**src/rtl/interrupt_controller.sv**
```systemverilog
// rtl/interrupt_controller.sv - edge-latched, masked, priority-encoded interrupt controller
//
// Purpose:
//   Latches rising edges on peripheral interrupt lines into a pending register,
//   masks them, drives a single registered CPU interrupt and exposes the
//   highest-priority (lowest index) active source as a readable vector. A CPU
//   write of a source index to the ACK register clears that source and sends a
//   one-cycle clear pulse back to the peripheral.
//
// Ports:
//   clk        system clock, rising edge
//   reset      asynchronous active-high reset
//   irq_in     peripheral interrupt levels, one bit per source
//   irq_clear  one-cycle one-hot clear pulse back to the acknowledged source
//   nwr        active-low write strobe (a write on every edge it is low)
//   nrd        active-low read strobe (data_out loaded on that edge)
//   address    register select: 0 MASK, 1 PENDING, 2 ACK/VECTOR, 3 SWSET/RAW
//   data_in    write data
//   data_out   registered read data
//   cpu_irq    registered CPU interrupt request

module interrupt_controller #(
    parameter int SOURCES    = 8,
    parameter int INDEX_BITS = 3,
    parameter int DATA_BITS  = 32
) (
    input  logic                  clk,
    input  logic                  reset,
    input  logic [SOURCES-1:0]    irq_in,
    output logic [SOURCES-1:0]    irq_clear,
    input  logic                  nwr,
    input  logic                  nrd,
    input  logic [1:0]            address,
    input  logic [DATA_BITS-1:0]  data_in,
    output logic [DATA_BITS-1:0]  data_out,
    output logic                  cpu_irq
);

    typedef enum logic {
        ACK_IDLE  = 1'b0,
        ACK_PULSE = 1'b1
    } ack_state_t;

    localparam logic [SOURCES-1:0] ONE = {{(SOURCES-1){1'b0}}, 1'b1};

    logic [SOURCES-1:0]    mask;
    logic [SOURCES-1:0]    pending;
    logic [SOURCES-1:0]    irq_prev;
    logic [SOURCES-1:0]    active;
    logic [SOURCES-1:0]    set_bits;
    logic [SOURCES-1:0]    clr_bits;
    logic [INDEX_BITS-1:0] ack_n;
    logic [INDEX_BITS-1:0] ack_index;
    logic [INDEX_BITS-1:0] ack_index_next;
    logic [INDEX_BITS-1:0] vec_index;
    logic                  vec_valid;
    logic                  ack_valid;
    logic                  wr_mask;
    logic                  wr_pending;
    logic                  wr_ack;
    logic                  wr_swset;
    logic [DATA_BITS-1:0]  read_word;
    ack_state_t            state;
    ack_state_t            state_next;
    logic                  unused_data;

    // Only the low SOURCES / INDEX_BITS bits of the write data carry meaning.
    assign unused_data = ^data_in;

    assign wr_mask    = !nwr && (address == 2'd0);
    assign wr_pending = !nwr && (address == 2'd1);
    assign wr_ack     = !nwr && (address == 2'd2);
    assign wr_swset   = !nwr && (address == 2'd3);

    // Indices beyond the implemented sources are silently dropped.
    assign ack_n     = data_in[INDEX_BITS-1:0];
    assign ack_valid = wr_ack && (32'(ack_n) < SOURCES);

    assign active = pending & mask;

    // Sets are applied after clears so a same-edge set always wins.
    assign set_bits = (irq_in & ~irq_prev) | (wr_swset ? data_in[SOURCES-1:0] : '0);
    assign clr_bits = (wr_pending ? data_in[SOURCES-1:0] : '0)
                    | (ack_valid ? (ONE << ack_n) : '0);

    // Lowest active index wins: scan downward so the last hit is the lowest.
    always_comb begin
        vec_valid = 1'b0;
        vec_index = '0;
        for (int i = SOURCES - 1; i >= 0; i--) begin
            if (active[i]) begin
                vec_valid = 1'b1;
                vec_index = INDEX_BITS'(i);
            end
        end
    end

    always_comb begin
        read_word = '0;
        case (address)
            2'd0: read_word = DATA_BITS'(mask);
            2'd1: read_word = DATA_BITS'(pending);
            2'd2: begin
                read_word[DATA_BITS-1]    = vec_valid;
                read_word[INDEX_BITS-1:0] = vec_index;
            end
            default: read_word = DATA_BITS'(irq_in);
        endcase
    end

    // Acknowledge pulse FSM: a new valid ACK always (re)enters PULSE with its
    // own index, so back-to-back ACKs produce back-to-back one-hot pulses.
    always_ff @(posedge clk or posedge reset) begin
        if (reset) begin
            state     <= ACK_IDLE;
            ack_index <= '0;
        end else begin
            state     <= state_next;
            ack_index <= ack_index_next;
        end
    end

    always_comb begin
        state_next     = ACK_IDLE;
        ack_index_next = ack_index;
        irq_clear      = '0;
        if (ack_valid) begin
            state_next     = ACK_PULSE;
            ack_index_next = ack_n;
        end
        if (state == ACK_PULSE) begin
            irq_clear = ONE << ack_index;
        end
    end

    always_ff @(posedge clk or posedge reset) begin
        if (reset) begin
            mask     <= '0;
            pending  <= '0;
            irq_prev <= '0;
            cpu_irq  <= 1'b0;
            data_out <= '0;
        end else begin
            irq_prev <= irq_in;
            pending  <= (pending & ~clr_bits) | set_bits;
            cpu_irq  <= |active;
            if (wr_mask) begin
                mask <= data_in[SOURCES-1:0];
            end
            // Read captures pre-write state when nrd and nwr are both low.
            if (!nrd) begin
                data_out <= read_word;
            end
        end
    end

endmodule

```
**config.mk**
```make
export PLATFORM = sky130hd
export DESIGN_NAME = interrupt_controller
export DESIGN_NICKNAME = d
export VERILOG_FILES = /design/src/rtl/interrupt_controller.sv
export SDC_FILE = /design/constraint.sdc
export NUM_CORES = 1
export LEC_CHECK = 0
export BUFFER_PORTS_ARGS = -buffer_cell sky130_fd_sc_hd__buf_4
export CELL_PAD_IN_SITES_DETAIL_PLACEMENT = 0
export CELL_PAD_IN_SITES_GLOBAL_PLACEMENT = 2
export CORE_MARGIN = 5
export CORE_UTILIZATION = 28
export DETAILED_ROUTE_END_ITERATION = 8
export PLACE_DENSITY = 0.89
export RECOVER_POWER = 50
export SLEW_MARGIN = 20
export SYNTH_ARGS = -nofsm -noshare
export SYNTH_HDL_FRONTEND = slang
export SYNTH_SLANG_ARGS = --single-unit
```
**constraint.sdc**
```tcl
create_clock -name clk -period 1.5 [get_ports clk]
set_input_delay 0.3 -clock clk [delete_from_list [all_inputs] [get_ports clk]]
set_output_delay 0.3 -clock clk [all_outputs]
set_load 0.05 [all_outputs]
```
==> run metrics, run 1 <==
status finished, final reports clean; PwrDens 1060 nW/um^2; remaining antenna violation count after routing 0; Worst slew margin 36.6%; post-synthesis sequential area ratio 46.2%; RSZ-0062 raised after global routing true; Worst Skew 0.00558 ns; CTS tree done; leading register cell type out of synthesis dfrtp_1; initial core utilization 28.5%; crit-path cells nand2b_4 -> nor2_2 -> buf_6; DR WL/cell 13.7 um; Final HPWL DP 3880 um; GP Congestion 0.747; most frequent cells in the layout buf_4, dfrtp_1, conb_1, nor2_1; kind of critical path reg2out; initial antenna violation count 0; synthesized area per cell 9.89 sq um; crit-path max cell delay 0.45 ns; critical path buffer and inverter count 1; Post-synth EDFFs 0; commonest non-fill, non-tap cell in the layout buf_4; Slowest-stage cell, CP dfrtp_2; IO Pins 87; Final nets 315; Via density 4.52; cells after synthesis 208; DIE HEIGHT 95.7 um; peak supply drop 0.000450 V; Post-CTS Hold Buffers 0; fin cells 369; via count 1669; top cell family by delay on the critical path flip-flops; post-route DRC violation count 0; initial DRC count 56; P_leak 0.00117 uW; CORE AREA 7210 sq um; Fin. Hold Viols 0; synthesis-to-finish area growth 29.0%; IO Port Bufs 39; total gr overflow 0; Seq cells post-synth 38; worst hold-check path type in2reg; first-pass GRT wire length 8490 um; WP data required 1.20 ns; CP startpoint kind flop; layer with the highest usage met2; CTS max path bufs 2; H-tree depth 2; Yosys warnings 0; synthesized area 2060 sq um; largest net degree at the start of global routing 39; CTS Sinks 38; clock period minus worst slack 1.49 ns; via count of the first global-routing pass 1761; Highest Clock Rate 673 MHz; Tightest Pin Transition 0.952 ns; CTS buffer count 5; Unique masters post-synth 37; Global Route met2 Usage 19.5%; layout cells sized above 1 33.7%; clk slew on worst S/H paths 0.08 ns; drt first pass iters 4; Rows 31; Slew Viols, Final 0; final core occ 36.8%; Tot GR Track Use 12.1%; WL final 5060 um; die area 9160 sq um; Setup TNS 0 ns; Skew-Pair Late Insertion Delay 0.29 ns; Die X 95.7 um; Async SR Flop Fraction 100%; Crit. End Element primary output; routing usage on met3 4.46%; Tot Pwr 2810 uW; Crit Path Max Fanout 6; placed cell count 360; MaxCap Viol Count 0; CP arrival 1.19 ns; crit share post-route 99.1%; count of final setup violators 0; Ant. Diodes 0; root buffer cell clkbuf_8; met1 Usage GRT 15.3%
metal layers:
| layer | wire [um] | up-vias | share of wire (%) |
|---|---|---|---|
| met5 | 0 | - | 0 |
| met4 | 33 | 0 | 0.65 |
| met3 | 255 | 4 | 5.0 |
| met2 | 2410 | 38 | 48 |
| met1 | 2360 | 810 | 47 |
| li1 | - | 817 | - |
what timing repair did:
item                       4_1_cts  5_1_grt
hold endpoints to repair         0        0
setup endpoints to repair        5       10
resized for setup               10        7
pin swaps                        0        1
cloned                           0        0
buffers inserted                 0        1
cell type report:
class	instances	area [sq um]
well taps	99	124
clock buffers	7	86.3
flip-flops and latches	38	953
multi-input cells	150	973
inverters	10	37.5
fillers	775	4560
repair buffers	64	474
clock inverters	1	5.00
cell usage after synthesis, drive strengths merged, types with 4 or more instances:
cell type | number | area [sq um]
nand2b | 6 | 37.5
mux2 | 10 | 113
nor2b | 8 | 50.1
dfrtp | 38 | 951
a211oi | 5 | 37.5
buf | 28 | 206
nand2 | 14 | 52.6
a21oi | 13 | 65.1
o21ai | 7 | 35.0
a221o | 7 | 70.1
nor2 | 19 | 71.3
nor3 | 9 | 55.1
mux2i | 5 | 50.1
inv | 10 | 37.5
clkbuf | 4 | 15.0
a221oi | 4 | 35.0
cells by family after synthesis:
logic type,share of synthesized area [%]
AOI/OAI and AO/OA,15.9
buffers and inverters,12.6
DFF,46.2
muxes,7.91
other,0.182
and+or+nand+nor,17.2
worst paths after layout:
check	start	endpoint	slack [ns]	cells after the start
max in group asynchronous	reset	ack_index[2]	0.57	3
hold reg to reg	data_out[5]	data_out[5]	0.52	2
setup / recovery	ack_index[0]	irq_clear[4]	0.01	3
min in group asynchronous	reset	irq_prev[6]	0.30	3
setup reg to reg	pending[3]	data_out[31]	0.18	4
hold / removal	irq_in[4]	irq_prev[4]	0.15	1
flip-flops by register name, summed over array words and instances (netlist names):
name / cells
irq_prev: 8
data_out: 9
cpu_irq: 1
ack_index: 3
state: 1
pending: 8
mask: 8
per-stage QoR:
| step | hold slack, ns | worst slack, ns | instance area, sq um |
|---|---|---|---|
| finish | 0.147 | 0.0139 | 2650 |
| global route | 0.125 | -0.0605 | 2650 |
| CTS | 0.116 | 0.00207 | 2660 |
| detailed placement | 0.428 | -0.125 | 2530 |
| global placement | 0.425 | -0.102 | 2530 |
| floorplan | 0.331 | -0.0496 | 2160 |
power breakdown:
group | switching (uW) | total, uW | internal [uW]
Sequential | 123 | 1270 | 1150
Clock | 357 | 728 | 371
Combinational | 512 | 814 | 301
No activity file was read; power rests on OpenSTA's default activity.
==> run 2, diff against run 1 <==
--- a/config.mk
+++ b/config.mk
@@ -9,9 +9,9 @@
 export CELL_PAD_IN_SITES_DETAIL_PLACEMENT = 0
 export CELL_PAD_IN_SITES_GLOBAL_PLACEMENT = 2
 export CORE_MARGIN = 5
-export CORE_UTILIZATION = 28
+export CORE_UTILIZATION = 30
 export DETAILED_ROUTE_END_ITERATION = 8
-export PLACE_DENSITY = 0.89
+export PLACE_DENSITY = 0.94
 export RECOVER_POWER = 50
 export SLEW_MARGIN = 20
 export SYNTH_ARGS = -nofsm -noshare
==> constraint.sdc (replaced) <==
create_clock -name clk -period 1.72 [get_ports clk]
set_input_delay 0.344 -clock clk [delete_from_list [all_inputs] [get_ports clk]]
set_output_delay 0.344 -clock clk [all_outputs]
set_load 0.05 [all_outputs]
==> run metrics, run 2 (synthesis results as in run 1) <==
status finished, final reports clean; CORE AREA 6720 sq um (-6.9%); DIE HEIGHT 92.8 um (-3.0%); via count of the first global-routing pass 1614 (-8.3%); die area 8610 sq um (-6.0%); initial DRC count 123 (+120%); most frequent cells in the layout buf_4, dfrtp_1, conb_1, nor2_1, nand2_1; initial antenna violation count 0 (unchanged); post-cts resize count 0 (-10); Via density 4.88 (+8.0%); CTS Sinks 38 (unchanged); CTS buffer count 5 (unchanged); crit share post-route 92.9%; root buffer cell clkbuf_8; PwrDens 991 nW/um^2 (-6.5%); CP arrival 1.25 ns (+0.06 ns); Final nets 303 (-3.8%); CTS max path bufs 2 (unchanged); top cell family by delay on the critical path flip-flops; remaining antenna violation count after routing 0 (unchanged); MaxCap Viol Count 0 (unchanged); drt first pass iters 5 (+1); count of final setup violators 0 (unchanged); peak supply drop 0.000336 V (-25%); CP startpoint kind flop; Final HPWL DP 3710 um (-4.4%); Slew Viols, Final 0 (unchanged); WL final 4920 um (-2.6%); largest net degree at the start of global routing 39 (unchanged); Die X 92.8 um (-3.0%); synthesis-to-finish area growth 21.4%; clk slew on worst S/H paths 0.07 ns (about the same); H-tree depth 2 (unchanged); IO Pins 87 (unchanged); Fin. Hold Viols 0 (unchanged); GP Congestion 0.789 (+5.6%); Worst Skew 0.00565 ns (+0.0000706 ns); WP data required 1.38 ns (+0.18 ns); kind of critical path reg2out; Setup TNS 0 ns (unchanged); first-pass GRT wire length 8130 um (-4.2%); crit-path max cell delay 0.40 ns (-0.05 ns); RSZ-0062 raised after global routing false; clock period minus worst slack 1.60 ns; Tot Pwr 2470 uW (-12%); worst hold-check path type in2reg; Worst slew margin 34.9% (-1.7 points); Tot GR Track Use 12.1% (+0.042 points); Ant. Diodes 0 (unchanged); Post-CTS Hold Buffers 0 (unchanged); initial core utilization 30.6% (+2.1 points); Biggest register data_out; layout cells sized above 1 26.7% (-7.0 points); CTS tree done; IO Port Bufs 39 (unchanged); via count 1651 (-1.1%); critical path buffer and inverter count 1 (unchanged); max reg flops 9 (unchanged); DR WL/cell 14.6 um (+6.3%); Tightest Pin Transition 0.977 ns (+0.0251 ns); total gr overflow 0 (unchanged); Crit. End Element primary output; Highest Clock Rate 626 MHz; Slowest-stage cell, CP dfrtp_1; Crit Path Max Fanout 4 (-2); P_leak 0.00111 uW (-5.0%); Rows 30 (-3.2%); Skew-Pair Late Insertion Delay 0.29 ns (about the same); commonest non-fill, non-tap cell in the layout buf_4; crit-path cells nand2b_1 -> nor2_1 -> buf_4; post-route DRC violation count 0 (unchanged); post-CTS setup buffers 0 (unchanged)
==> run 2: cell count changes in the layout (fill, tap and decap cells not counted), sizes merged <==
cell / before / now
clkinv: 1 / 0
clkbuf: 17 / 18
buf: 54 / 42
==> run 2: final timing paths <==
kind | depth (start not counted) | slack (ns) | startpoint | endpoint
max | 3 | 0.12 | ack_index[1] | irq_clear[1]
max in group asynchronous | 3 | 0.77 | reset | irq_prev[2]
min reg2reg | 1 | 0.51 | data_out[31] | data_out[31]
min | 1 | 0.18 | irq_in[3] | irq_prev[3]
max reg2reg | 4 | 0.26 | pending[3] | data_out[31]
min in group asynchronous | 3 | 0.35 | reset | ack_index[1]
==> run 2: layout make-up <==
cell class	count	area, sq um
inverters	10	37.5
flip-flops and latches	38	951
multi-input cells	150	940
well taps	80	100
repair buffers	52	358
clock buffers	8	110
fillers	695	4220
==> run 2: where the power goes <==
part	internal [uW]	leakage (uW)	total (uW)	switching (uW)
Clock	405	0.0000575	715	311
Combinational	223	0.000622	652	429
Sequential	1000	0.000430	1110	105
Total	1630	0.00111	2470	845
==> run 2: metal layers <==
layer	vias to the layer above	GRT usage (%)	wire length (um)
met4	0	2.56	17
met5	-	0	0
met1	811	16.4	2340
li1	792	-	-
met2	46	18.4	2220
met3	2	4.79	346
==> run 2: through the flow <==
step	hold slack [ns]	area (sq um)	worst slack [ns]	utilization, %	instances
floorplan	0.375	2150	0.122	-	230
global placement	0.469	2420	0.0496	36.0	330
detailed placement	0.470	2420	0.0116	36.0	330
CTS	0.157	2530	0.114	37.6	338
global route	0.171	2500	0.0266	37.2	338
finish	0.183	2500	0.122	37.2	338
==> run 2: worst reg2reg max path, cell delays in order (launching register included) <==
cell	delay, ns
dfrtp_1	0.41
a22o_1	0.26
a221oi_1	0.30
nand4_1	0.17
a22o_1	0.21
